[config.mk]
export PLATFORM = sky130hd
export DESIGN_NAME = step_dir_decoder
export DESIGN_NICKNAME = d
export VERILOG_FILES = /design/src/rtl/step_dir_decoder.sv
export SDC_FILE = /design/constraint.sdc
export NUM_CORES = 1
export LEC_CHECK = 0
export BUFFER_PORTS_ARGS = -buffer_cell sky130_fd_sc_hd__buf_2
export CAP_MARGIN = 25
export CORE_MARGIN = 8
export CORE_UTILIZATION = 55
export DETAILED_ROUTE_END_ITERATION = 8
export GPL_ROUTABILITY_DRIVEN = 0
export PLACE_DENSITY = 0.85
export SLEW_MARGIN = 15
export SYNTH_ARGS = -nofsm -noshare
export SYNTH_HDL_FRONTEND = slang
export SYNTH_SLANG_ARGS = --single-unit
export TNS_END_PERCENT = 30
[constraint.sdc]
create_clock -name clk -period 7 [get_ports clk]
set_input_delay 0.7 -clock clk [delete_from_list [all_inputs] [get_ports clk]]
set_output_delay 0.7 -clock clk [all_outputs]
set_load 0.05 [all_outputs]
[src/rtl/step_dir_decoder.sv]
// Step/dir receiver: synchronises and glitch-filters STP/DIR, counts steps into a
// signed position and measures the cycle distance between same-direction steps.
module step_dir_decoder #(
    parameter int unsigned FILTER_LEN = 4,
    parameter logic [31:0] TIMEOUT    = 32'd1000000
) (
    input  logic               clk,
    input  logic               rst_n,
    input  logic               STP,
    input  logic               DIR,
    input  logic               load,
    input  logic signed [31:0] loadValue,
    output logic signed [31:0] jointFeedback,
    output logic        [31:0] stepPeriod,
    output logic               stepPulse,
    output logic               moving
);

    localparam logic [7:0] FILT_CMP = 8'(FILTER_LEN);

    // Channel 0 is STP, channel 1 is DIR; both get identical treatment.
    logic [1:0] raw_in;
    logic [1:0] filt_lvl;

    assign raw_in = {DIR, STP};

    generate
        for (genvar gi = 0; gi < 2; gi++) begin : g_chan
            logic       sync1_q, sync1_d;
            logic       sync2_q, sync2_d;
            logic       level_q, level_d;
            logic [7:0] cnt_q,   cnt_d;

            // A new level is accepted only after FILTER_LEN consecutive differing samples.
            always_comb begin
                sync1_d = raw_in[gi];
                sync2_d = sync1_q;
                level_d = level_q;
                cnt_d   = 8'd0;
                if (sync2_q != level_q) begin
                    if (cnt_q + 8'd1 == FILT_CMP) begin
                        level_d = sync2_q;
                    end else begin
                        cnt_d = cnt_q + 8'd1;
                    end
                end
            end

            always_ff @(posedge clk) begin
                if (!rst_n) begin
                    sync1_q <= 1'b0;
                    sync2_q <= 1'b0;
                    level_q <= 1'b0;
                    cnt_q   <= 8'd0;
                end else begin
                    sync1_q <= sync1_d;
                    sync2_q <= sync2_d;
                    level_q <= level_d;
                    cnt_q   <= cnt_d;
                end
            end

            assign filt_lvl[gi] = level_q;
        end
    endgenerate

    logic               stp_prev_q, stp_prev_d;
    logic               step_now;
    logic               step_dir;
    logic signed [31:0] pos_q,      pos_d;
    logic        [31:0] elapsed_q,  elapsed_d;
    logic        [31:0] period_q,   period_d;
    logic               pulse_q,    pulse_d;
    logic               moving_q,   moving_d;
    logic               last_dir_q, last_dir_d;

    assign step_now = filt_lvl[0] & ~stp_prev_q;
    assign step_dir = filt_lvl[1];

    always_comb begin
        stp_prev_d = filt_lvl[0];
        pulse_d    = step_now;

        pos_d = pos_q;
        if (load) begin
            pos_d = loadValue;
        end else if (step_now) begin
            pos_d = step_dir ? pos_q + 32'sd1 : pos_q - 32'sd1;
        end

        // Restarting at 1 makes elapsed equal the exact step distance at the next step.
        elapsed_d = elapsed_q;
        if (step_now) begin
            elapsed_d = 32'd1;
        end else if (elapsed_q < TIMEOUT) begin
            elapsed_d = elapsed_q + 32'd1;
        end

        period_d   = period_q;
        moving_d   = moving_q;
        last_dir_d = last_dir_q;
        if (step_now) begin
            last_dir_d = step_dir;
            moving_d   = 1'b1;
            if (moving_q && (step_dir == last_dir_q)) begin
                period_d = elapsed_q;
            end else begin
                period_d = 32'd0;
            end
        end else if (elapsed_q >= TIMEOUT) begin
            moving_d = 1'b0;
            period_d = 32'd0;
        end
    end

    always_ff @(posedge clk) begin
        if (!rst_n) begin
            stp_prev_q <= 1'b0;
            pos_q      <= 32'sd0;
            elapsed_q  <= 32'd0;
            period_q   <= 32'd0;
            pulse_q    <= 1'b0;
            moving_q   <= 1'b0;
            last_dir_q <= 1'b0;
        end else begin
            stp_prev_q <= stp_prev_d;
            pos_q      <= pos_d;
            elapsed_q  <= elapsed_d;
            period_q   <= period_d;
            pulse_q    <= pulse_d;
            moving_q   <= moving_d;
            last_dir_q <= last_dir_d;
        end
    end

    assign jointFeedback = pos_q;
    assign stepPeriod    = period_q;
    assign stepPulse     = pulse_q;
    assign moving        = moving_q;

endmodule

; Yosys cells after proc, flatten, opt, wreduce, memory -nomap -nowiden
; Cells that the tools add are included.
[classes]
addsub = 5
magnitude_cmp = 2
n_eq_ne = 5
muxes = 10
bitwise_logic = 5
reduce_logical = 9
[ops]
columns = operator, count
row1 = 2-to-1 mux 32 bit, 6
row2 = adder 32 x 1 -> 32 bit (second input constant), 1
row3 = adder 32 x 2 -> 32 bit (second input constant), 1
row4 = greater-or-equal comparator 32 x 20 -> 1 bit (second input constant), 1
row5 = < comparator 32 x 20 -> 1 bit (second input constant), 1
row6 = subtractor 32 x 2 -> 32 bit (second input constant), 1
row7 = adder 8 x 1 -> 8 bit (second input constant), 2
row8 = equality test 8 x 3 -> 1 bit (second input constant), 2
row9 = nonzero test 2 bit, 3
row10 = OR reduction 3 bit, 2
row11 = 2-to-1 mux 1 bit, 4
row12 = inverter 1 bit, 4
row13 = AND reduction 2 bit, 2
row14 = != test 1 bit, 2
row15 = OR reduction 2 bit, 1
row16 = bitwise AND 1 bit, 1
row17 = equality test 1 bit, 1
row18 = logical AND 1 bit, 1
[word_totals]
reg_bits = 122
input_bits = 37
out_inout_bits = 66

; Logic depth before layout (Yosys ltp)
; Gate-level depths: netlist of the first run.
[logic_depth]
depth_word = 4
mapped_depth = 11
depth_no_buf = 9

; Worst setup path after synthesis of the first run
; Ideal clock, no wire load.
[synth_path]
path_type = flip-flop to flip-flop
start = register g_chan[1].level_q
end = register pos_q[25] (netlist: jointFeedback[25])
setup_time_ns = 0.129
arrival_time_ns = 2.957
path_slack_ns = 3.914
path_stages_with_launch = 11
path_cell_list = dfxtp_1 -> clkbuf_1 -> inv_1 -> ha_1 -> a21o_1 -> a21o_1 -> a221o_1 -> o41ai_2 -> a21boi_0 -> xnor2_1 -> o21ai_0
[synth_between]
elab_chain_cells = 3
[synth_lines]
columns = item, line_no
row1 = start: declaration, 31  ; logic level_q, level_d;
row2 = start signal: assignment, 58  ; level_q <= level_d;
row3 = 2-to-1 mux 32 bit, 88  ; pos_d = step_dir ? pos_q + 32'sd1 : pos_q - 32'sd1;
row4 = 2-to-1 mux 32 bit, 87  ; end else if (step_now) begin
row5 = 2-to-1 mux 32 bit, 85  ; if (load) begin
row6 = end signal: assignment, 127  ; pos_q <= pos_d;
row7 = end: declaration, 70  ; logic signed [31:0] pos_q, pos_d;
; Every way passes these cells. The select of a mux whose other input is x is not followed.
; A chain may end at the register's enable or synchronous reset.

; Final worst setup path of the first run
; Same ends and word-level chain as after synthesis.

==> results of run 1 <==
-- flip-flops by register name (all words and copies together) (netlist names) --
| name | flops |
|---|---|
| moving | 1 |
| g_chan.sync1_q | 2 |
| stepPeriod | 32 |
| stepPulse | 1 |
| g_chan.sync2_q | 2 |
| elapsed_q | 32 |
| jointFeedback | 32 |
| g_chan.level_q | 2 |
| last_dir_q | 1 |
| stp_prev_q | 1 |
| g_chan.cnt_q | 16 |
-- per-stage QoR --
stage                     total power (uW)  hold slack [ns]  setup WS [ns]
after detailed placement              1040            0.429           3.35
after global routing                  2020            0.482           3.28
after CTS                             1950            0.445           3.33
final                                 1950            0.444           3.48
after floorplan                        970            0.412           3.91
after global placement                1040            0.425           3.42
-- per-layer routing --
| metal | up-vias | share of wire (%) | global-route usage, % |
|---|---|---|---|
| met1 | 2869 | 44 | 26.0 |
| met3 | 23 | 6.7 | 5.14 |
| met5 | - | 0 | 0 |
| met2 | 231 | 48 | 37.1 |
| met4 | 0 | 1.5 | 7.31 |
| li1 | 3035 | - | - |
-- cell type report --
class,count,area [um^2],area share [%]
clock inverters,15,191,2.46
well taps,147,184,2.36
clock buffers,17,425,5.46
repair buffers,109,578,7.42
inverters,15,56.3,0.723
flip-flops and latches,122,2440,31.3
multi-input cells,621,3910,50.2
-- path summary, 6_finish.rpt --
path                                        start  slack, ns           endpoint
worst max register to register  g_chan[1].level_q       3.48  jointFeedback[25]
worst max-delay path            g_chan[1].level_q       3.48  jointFeedback[25]
worst min register to register  g_chan[0].sync1_q       0.44  g_chan[0].sync2_q
worst min-delay path            g_chan[0].sync1_q       0.44  g_chan[0].sync2_q
-- cells by family after synthesis --
kind of cell	count (synthesis)
compound gates	214
simple gates	315
mux	3
buf+inv	57
fa+ha+maj	35
flops	122
xor+xnor	54
-- report_power, final --
part	leakage [uW]	switching, uW	internal [uW]
logic	0.00215	194	116
clock network	0.000302	351	569
registers	0.000991	14.5	709
total	0.00344	559	1390
-- placed cells by master, fill, tap and decap left out, types with 15 or more instances in the layout --
master     instances
dfxtp_1          122
buf_2            102
nand2_1           96
nor2_1            59
o21ai_0           54
a21oi_1           49
nor2b_1           40
ha_1              34
a22oi_1           32
xnor2_1           28
nand3_1           28
and3_1            26
xor2_1            26
clkbuf_16         17
inv_1             15
==> reports/summary.txt, run 1 <==
n_diodes -> 0
critical path's largest stage delay -> 0.62 ns
Worst Path Max Fanout -> 16
largest net degree at the start of global routing -> 71
CP Capture Type -> register
Distinct cells, synth -> 59
Port Buffers -> 102
top post-synthesis cells by count -> 122 x dfxtp_1, 96 x nand2_1, 60 x nor2_1, 54 x o21ai_0, 49 x a21oi_1
Mapped Avg Cell Area -> 8.22 um^2
Detailed Place HPWL -> 11700 um
critical path cell sequence -> inv_1 -> buf_8 -> ha_1 -> a21o_1 -> a21o_1 -> a221o_1 -> o41ai_2 -> a21boi_0 -> xnor2_1 -> o21ai_0
Post-synth top flop -> dfxtp_1
Static Leak -> 0.00344 uW
PwrDens -> 251 nW/um^2
Clock transition at path regs -> 0.06 ns
Num CTS Buffers -> 17
DIE HEIGHT -> 125 um
crit path DAT -> 3.81 ns
worst slew pin tran -> 0.867 ns
crit-path most repeated cell -> a21o_1
Routed Antenna Nets -> 0
reg2reg path depth -> 10
Crit Path Class -> reg -> reg
first-iteration detailed-routing DRC count -> 493
CTS H-tree lvls -> 4
Finished Layout Cells -> 1046
via-per-instance ratio -> 5.89
first-pass iteration count of the detailed router -> 5
postcts setup bufs -> 0
number of hold violations in the final report -> 0
final net count -> 958
RSZ-0062 raised after global routing -> no
CP max stage cell -> o41ai_2
hold depth -> 1
Seq/Total Area, Yosys -> 37.1%
Net Count, Synth -> 872
final setup fails -> 0
Starting Density -> 55.5%
main combinational cell family by area after synthesis -> simple AND/OR/NAND/NOR gates
first-pass GRT wire length -> 28600 um
Die W -> 125 um
DR vias -> 6158
Synth Register Bits -> 122
fin area -> 7790 um^2
Synth top area share -> 37.1%
Buf/Inv on CP -> 2
gr ovfl total -> 0
area fraction in compound gates after synthesis -> 21.4%
Worst Hold Class -> reg -> reg
CTS tree -> yes
core area -> 11900 um^2
Cells after DPL -> 1013
simple-gate share of the synthesized area -> 23.6%
post-synthesis mux area share -> 0.457%
DRC errors left -> 0
clk buf depth -> 2
Area growth syn-to-layout -> 18.5%
Fill cells -> 982
CP required -> 7.28 ns
final design utilization -> 65.7%
share of cells above drive strength 1 -> 17.4%
Yosys warning total -> 0
I/O pins -> 103
CP top delay family -> compound AO/OA/AOI/OAI gates
adder-cell share of the synthesized area -> 6.77%
Slew headroom -> 40.7%
period utilisation layout -> 50.3%
drt wl/cell -> 16.3 um
clk sinks -> 122
startpoint types -> register
die area -> 15700 um^2
number of global-route vias before repair -> 5882
Post-synth EDFFs -> 0
worst-case vdd ir drop -> 175 uV
row count -> 40
mapped cell area -> 6580 um^2
worst skew pair latency -> 0.42 ns
most frequent cell after synthesis -> dfxtp_1
Yosys top cell by area -> dfxtp_1
Routed WL -> 17000 um
setup_tns -> 0 ns
Mapped Cells -> 800
post-cts sizing count -> 0
gr usage total -> 21.7%
Achievable Freq -> 0.284 GHz
dpl cell area -> 7160 um^2
Root Buffer -> clkbuf_16
Max Cap Viol -> 0
post-synthesis xor/xnor area fraction -> 7.19%
quantity of hold-fixing buffers added after cts -> 0
top post-synthesis cells by area -> dfxtp_1 37%, ha_1 6.5%, nand2_1 5.5%, o21ai_0 4.1%, nor2b_1 3.8%
Slew Viols, Final -> 0
fin crit period -> 3.52 ns
CP Depth -> 10
share of synthesized registers carrying an async set or reset -> 0%
Worst Skew -> 0.00935 ns
outcome -> completed
antenna violations before repair -> 0
Note: power is estimated with default switching activity, not from simulation.
==> inputs of run 2 (changes only) <==
==> constraint.sdc (replaced) <==
create_clock -name clk -period 3.35 [get_ports clk]
set_input_delay 0.335 -clock clk [delete_from_list [all_inputs] [get_ports clk]]
set_output_delay 0.335 -clock clk [all_outputs]
set_load 0.05 [all_outputs]
==> run 2 against run 1 <==
Effect of this change:
- count of clock-buffer cells in the layout up 2
- final area about the same
- cell count up 0.48%
==> reports/summary.txt, run 2 (synthesis results as in run 1) <==
outcome -> completed
CTS H-tree lvls -> 4
Root Buffer -> clkbuf_16
startpoint types -> register
CP Capture Type -> register
die area -> 15700 um^2
Worst Setup SP -> g_chan[1].level_q
Detailed Place HPWL -> 11900 um
Routed Antenna Nets -> 0
DRC errors left -> 0
via-per-instance ratio -> 5.84
CP top delay family -> compound AO/OA/AOI/OAI gates
first-pass iteration count of the detailed router -> 5
critical path cell sequence -> inv_1 -> buf_4 -> ha_1 -> and3_1 -> a221o_1 -> o41ai_2 -> o21ai_0 -> xnor2_1 -> o21ai_0
RR Startpoint -> g_chan[1].level_q
quantity of hold-fixing buffers added after cts -> 0
Area growth syn-to-layout -> 18.4%
post-cts sizing count -> 0
most common cell after layout, fill and taps aside -> dfxtp_1
dpl ws -> 0.413 ns
Clock transition at path regs -> 0.06 ns
clk buf depth -> 2
Routed WL -> 16900 um
n_diodes -> 0
PwrDens -> 510 nW/um^2
Starting Density -> 55.5%
Worst Skew -> 0.00775 ns
clk sinks -> 122
Buf/Inv on CP -> 2
core area -> 11900 um^2
antenna violations before repair -> 0
Fill cells -> 983
worst slew pin tran -> 0.636 ns
first-iteration detailed-routing DRC count -> 491
CP required -> 3.63 ns
period utilisation layout -> 89.7%
CP max stage cell -> o41ai_2
share of cells above drive strength 1 -> 17.7%
first-pass GRT wire length -> 28300 um
postcts setup bufs -> 0
I/O pins -> 103
largest net degree at the start of global routing -> 49
fin crit period -> 3.00 ns
worst-case vdd ir drop -> 367 uV
final setup fails -> 0
Slew headroom -> 57.1%
gr ovfl total -> 0
worst setup margin -> 0.346 ns
worst skew pair latency -> 0.42 ns
RSZ-0062 raised after global routing -> no
Worst Hold Class -> in -> reg
Static Leak -> 0.00344 uW
Slew Viols, Final -> 0
Port Buffers -> 102
Worst Path Max Fanout -> 12
DIE HEIGHT -> 125 um
Crit Path Class -> reg -> reg
number of hold violations in the final report -> 0
final net count -> 964
drt wl/cell -> 16.1 um
row count -> 40
most frequent cells in the layout -> 122 x dfxtp_1, 102 x buf_2, 96 x nand2_1, 59 x nor2_1, 54 x o21ai_0
Num CTS Buffers -> 17
critical path's largest stage delay -> 0.61 ns
setup_tns -> 0 ns
Achievable Freq -> 0.333 GHz
Die W -> 125 um
crit path DAT -> 3.29 ns
number of global-route vias before repair -> 5792
gr usage total -> 21.5%
crit-path most repeated cell -> o21ai_0
CTS tree -> yes
DR vias -> 6136
Max Cap Viol -> 0
hold_sp -> STP
run 2: cell types whose count changed in the layout (fill, tap and decap cells not counted), moves of 2 or more:
cell	previous run	this run
inv_8	2	0
clkinv_4	4	2
buf_4	5	13
clkinvlp_4	1	3
buf_8	2	0
run 2: metrics by stage:
stage / std cells / total power (uW) / hold slack, ns / instance area (um^2) / utilization (%)
floorplan: 800 / 2030 / 0.412 / 6580 / -
global placement: 1020 / 2170 / 0.429 / 7200 / 60.7
detailed placement: 1020 / 2170 / 0.442 / 7200 / 60.7
CTS: 1051 / 3970 / 0.110 / 7790 / 65.7
global route: 1051 / 4110 / 0.111 / 7790 / 65.7
finish: 1051 / 3970 / 0.118 / 7790 / 65.7
run 2: where the power goes:
group          total [uW]  leakage, uW  switching, uW  internal (uW)
clock                1810     0.000277            689           1120
sequential           1510     0.000991           29.8           1480
combinational         648      0.00217            404            243
total                3970      0.00344           1120           2840
run 2: path summary, 6_finish.rpt:
check / endpoint / slack (ns) / cells after the start
max: jointFeedback[27] / 0.35 / 9
min: g_chan[0].sync1_q / 0.12 / 2
max reg2reg: jointFeedback[27] / 0.35 / 9
min reg2reg: g_chan[0].sync2_q / 0.44 / 1
run 2: per-layer routing:
layer  vias to the layer above  routed length, um  GRT usage [%]
li1                       3042                  -              -
met2                       183               7980           35.1
met5                         -                  0              0
met1                      2885               7610           26.8
met4                         0                238           6.52
met3                        26               1120           6.29
run 2: cell type report:
type	count	area, um^2	area share (%)
multi-input cells	621	3910	50.3
flip-flops and latches	122	2440	31.4
repair buffers	115	608	7.81
clock buffers	19	443	5.69
well taps	147	184	2.36
clock inverters	12	140	1.80
inverters	15	56.3	0.723
==> inputs of run 3 (changes only) <==
--- a/config.mk
+++ b/config.mk
@@ -11,6 +11,7 @@
 export CORE_UTILIZATION = 55
 export DETAILED_ROUTE_END_ITERATION = 8
 export GPL_ROUTABILITY_DRIVEN = 0
+export MAX_ROUTING_LAYER = met4
 export PLACE_DENSITY = 0.85
 export SLEW_MARGIN = 15
 export SYNTH_ARGS = -nofsm -noshare
==> constraint.sdc (replaced) <==
create_clock -name clk -period 2.9 [get_ports clk]
set_input_delay 0.29 -clock clk [delete_from_list [all_inputs] [get_ports clk]]
set_output_delay 0.29 -clock clk [all_outputs]
set_load 0.05 [all_outputs]
==> run 3 against run 2 <==
Effect of this change:
- final area increased by 1.2%
- register-to-register slack got worse by 0.19 ns
- count of clock-buffer cells in the layout unchanged
- largest cell class unchanged
- largest power group unchanged
==> reports/summary.txt, run 3 (synthesis results as in run 1) <==
Worst Path Max Fanout -> 25
worst skew pair latency -> 0.42 ns
core area -> 11900 um^2
Sw Share -> 29.4%
via-per-instance ratio -> 5.85
row count -> 40
reg2reg path depth -> 11
Slew Viols, Final -> 0
Starting Density -> 55.5%
Num CTS Buffers -> 17
R2R Setup Slk -> 0.16 ns
Port Buffers -> 102
Tot Pwr -> 4490 uW
Finished Layout Cells -> 1056
Slew headroom -> 57.3%
Clock transition at path regs -> 0.06 ns
Worst Setup SP -> g_chan[1].level_q
Cells after DPL -> 1021
fin crit period -> 2.74 ns
Routed WL -> 17100 um
RR Startpoint -> g_chan[1].level_q
Switch Pwr -> 1320 uW
Worst Skew -> 0.00538 ns
quantity of hold-fixing buffers added after cts -> 0
CP required -> 3.25 ns
first-pass iteration count of the detailed router -> 5
Routed Antenna Nets -> 0
hold_sp -> STP
clk sinks -> 122
number of hold violations in the final report -> 0
hold slack final -> 0.0801 ns
startpoint types -> register
most frequent cells in the layout -> 121 x dfxtp_1, 102 x buf_2, 96 x nand2_1, 59 x nor2_1, 52 x o21ai_0
first-pass GRT wire length -> 28500 um
die area -> 15700 um^2
DR vias -> 6182
dpl ws -> 0.0753 ns
final net count -> 967
Comb pwr share -> 17.5%
most common cell after layout, fill and taps aside -> dfxtp_1
DIE HEIGHT -> 125 um
PwrDens -> 570 nW/um^2
crit path capture -> jointFeedback[21]
gr ovfl total -> 0
drt wl/cell -> 16.2 um
Crit Path Class -> reg -> reg
Fill cells -> 943
first-iteration detailed-routing DRC count -> 511
Flop pwr share -> 38.9%
outcome -> completed
DRC errors left -> 0
largest net degree at the start of global routing -> 69
hold depth -> 2
Clock Power Share -> 43.6%
crit path DAT -> 3.09 ns
Worst Hold Class -> in -> reg
CTS tree -> yes
clk buf depth -> 2
Int Power -> 3170 uW
Achievable Freq -> 0.365 GHz
final setup fails -> 0
I/O pins -> 103
number of global-route vias before repair -> 5919
Die W -> 125 um
Area growth syn-to-layout -> 19.9%
Static Leak -> 0.00345 uW
worst-case vdd ir drop -> 507 uV
worst setup margin -> 0.158 ns
Root Buffer -> clkbuf_16
CTS H-tree lvls -> 4
worst slew pin tran -> 0.639 ns
Max Cap Viol -> 0
gr usage total -> 22.3%
period utilisation layout -> 94.6%
RSZ-0062 raised after global routing -> no
setup_tns -> 0 ns
CP Capture Type -> register
antenna violations before repair -> 1
share of cells above drive strength 1 -> 19.3%
Critical R2R Capture -> jointFeedback[21]
Detailed Place HPWL -> 11900 um
-- run 3: worst min-delay path by stage --
stage	endpoint	slack (ns)
2_1_floorplan	g_chan[0].sync2_q	0.41
3_3_place_gp	g_chan[0].sync2_q	0.43
3_5_place_dp	g_chan[0].sync2_q	0.43
4_1_cts	g_chan[0].sync1_q	0.07
5_1_grt	g_chan[0].sync1_q	0.09
6_report	g_chan[0].sync1_q	0.08
-- run 3: stage by stage --
stage	util [%]	cell area (um^2)
global placement	61.6	7300
CTS	66.3	7860
global route	66.5	7880
finish	66.5	7880
floorplan	-	6680
detailed placement	61.6	7300
-- run 3: power by group through the flow --
| stage | combinational, uW | clock [uW] | sequential, uW |
|---|---|---|---|
| 2_1_floorplan | 488 | 0 | 1870 |
| 3_3_place_gp | 746 | 0 | 1780 |
| 3_5_place_dp | 756 | 0 | 1780 |
| 4_1_cts | 763 | 1980 | 1750 |
| 5_1_grt | 857 | 2080 | 1750 |
| 6_report | 785 | 1960 | 1750 |
-- run 3: cell type report --
cell class                      instances  area (um^2)  share of cell area (%)
Antenna cell                            1         2.50                  0.0317
Clock buffer                           19          453                    5.75
Clock inverter                         13          108                    1.36
Inverter                               15         60.1                   0.762
Multi-Input combinational cell        621         4000                    50.7
Sequential cell                       122         2440                    31.0
Tap cell                              147          184                    2.33
Timing Repair Buffer                  118          634                    8.05
-- run 3: layer usage --
layer  wire [um]  vias to the layer above  global-route usage (%)
li1            -                     3061                       -
met1        7440                     2863                    26.7
met2        8220                      233                    35.6
met3        1140                       25                    5.52
met4         251                        0                    8.31
met5           0                        -                       -
-- run 3: critical path, cell delays in order (launching register included) --
cell        delay (ns)
dfxtp_2           0.35
clkinvlp_4        0.09
buf_6             0.20
ha_1              0.35
a21oi_1           0.22
o22ai_1           0.13
a221o_1           0.38
o41ai_4           0.35
buf_4             0.19
o21ai_0           0.12
xnor2_1           0.15
o21ai_0           0.13
-- run 3: repair_timing --
item | in CTS | in global routing
setup buffers | 0 | 2
gates resized for setup | 0 | 2
hold endpoints to repair | 0 | 0
setup endpoints to repair | 0 | 5
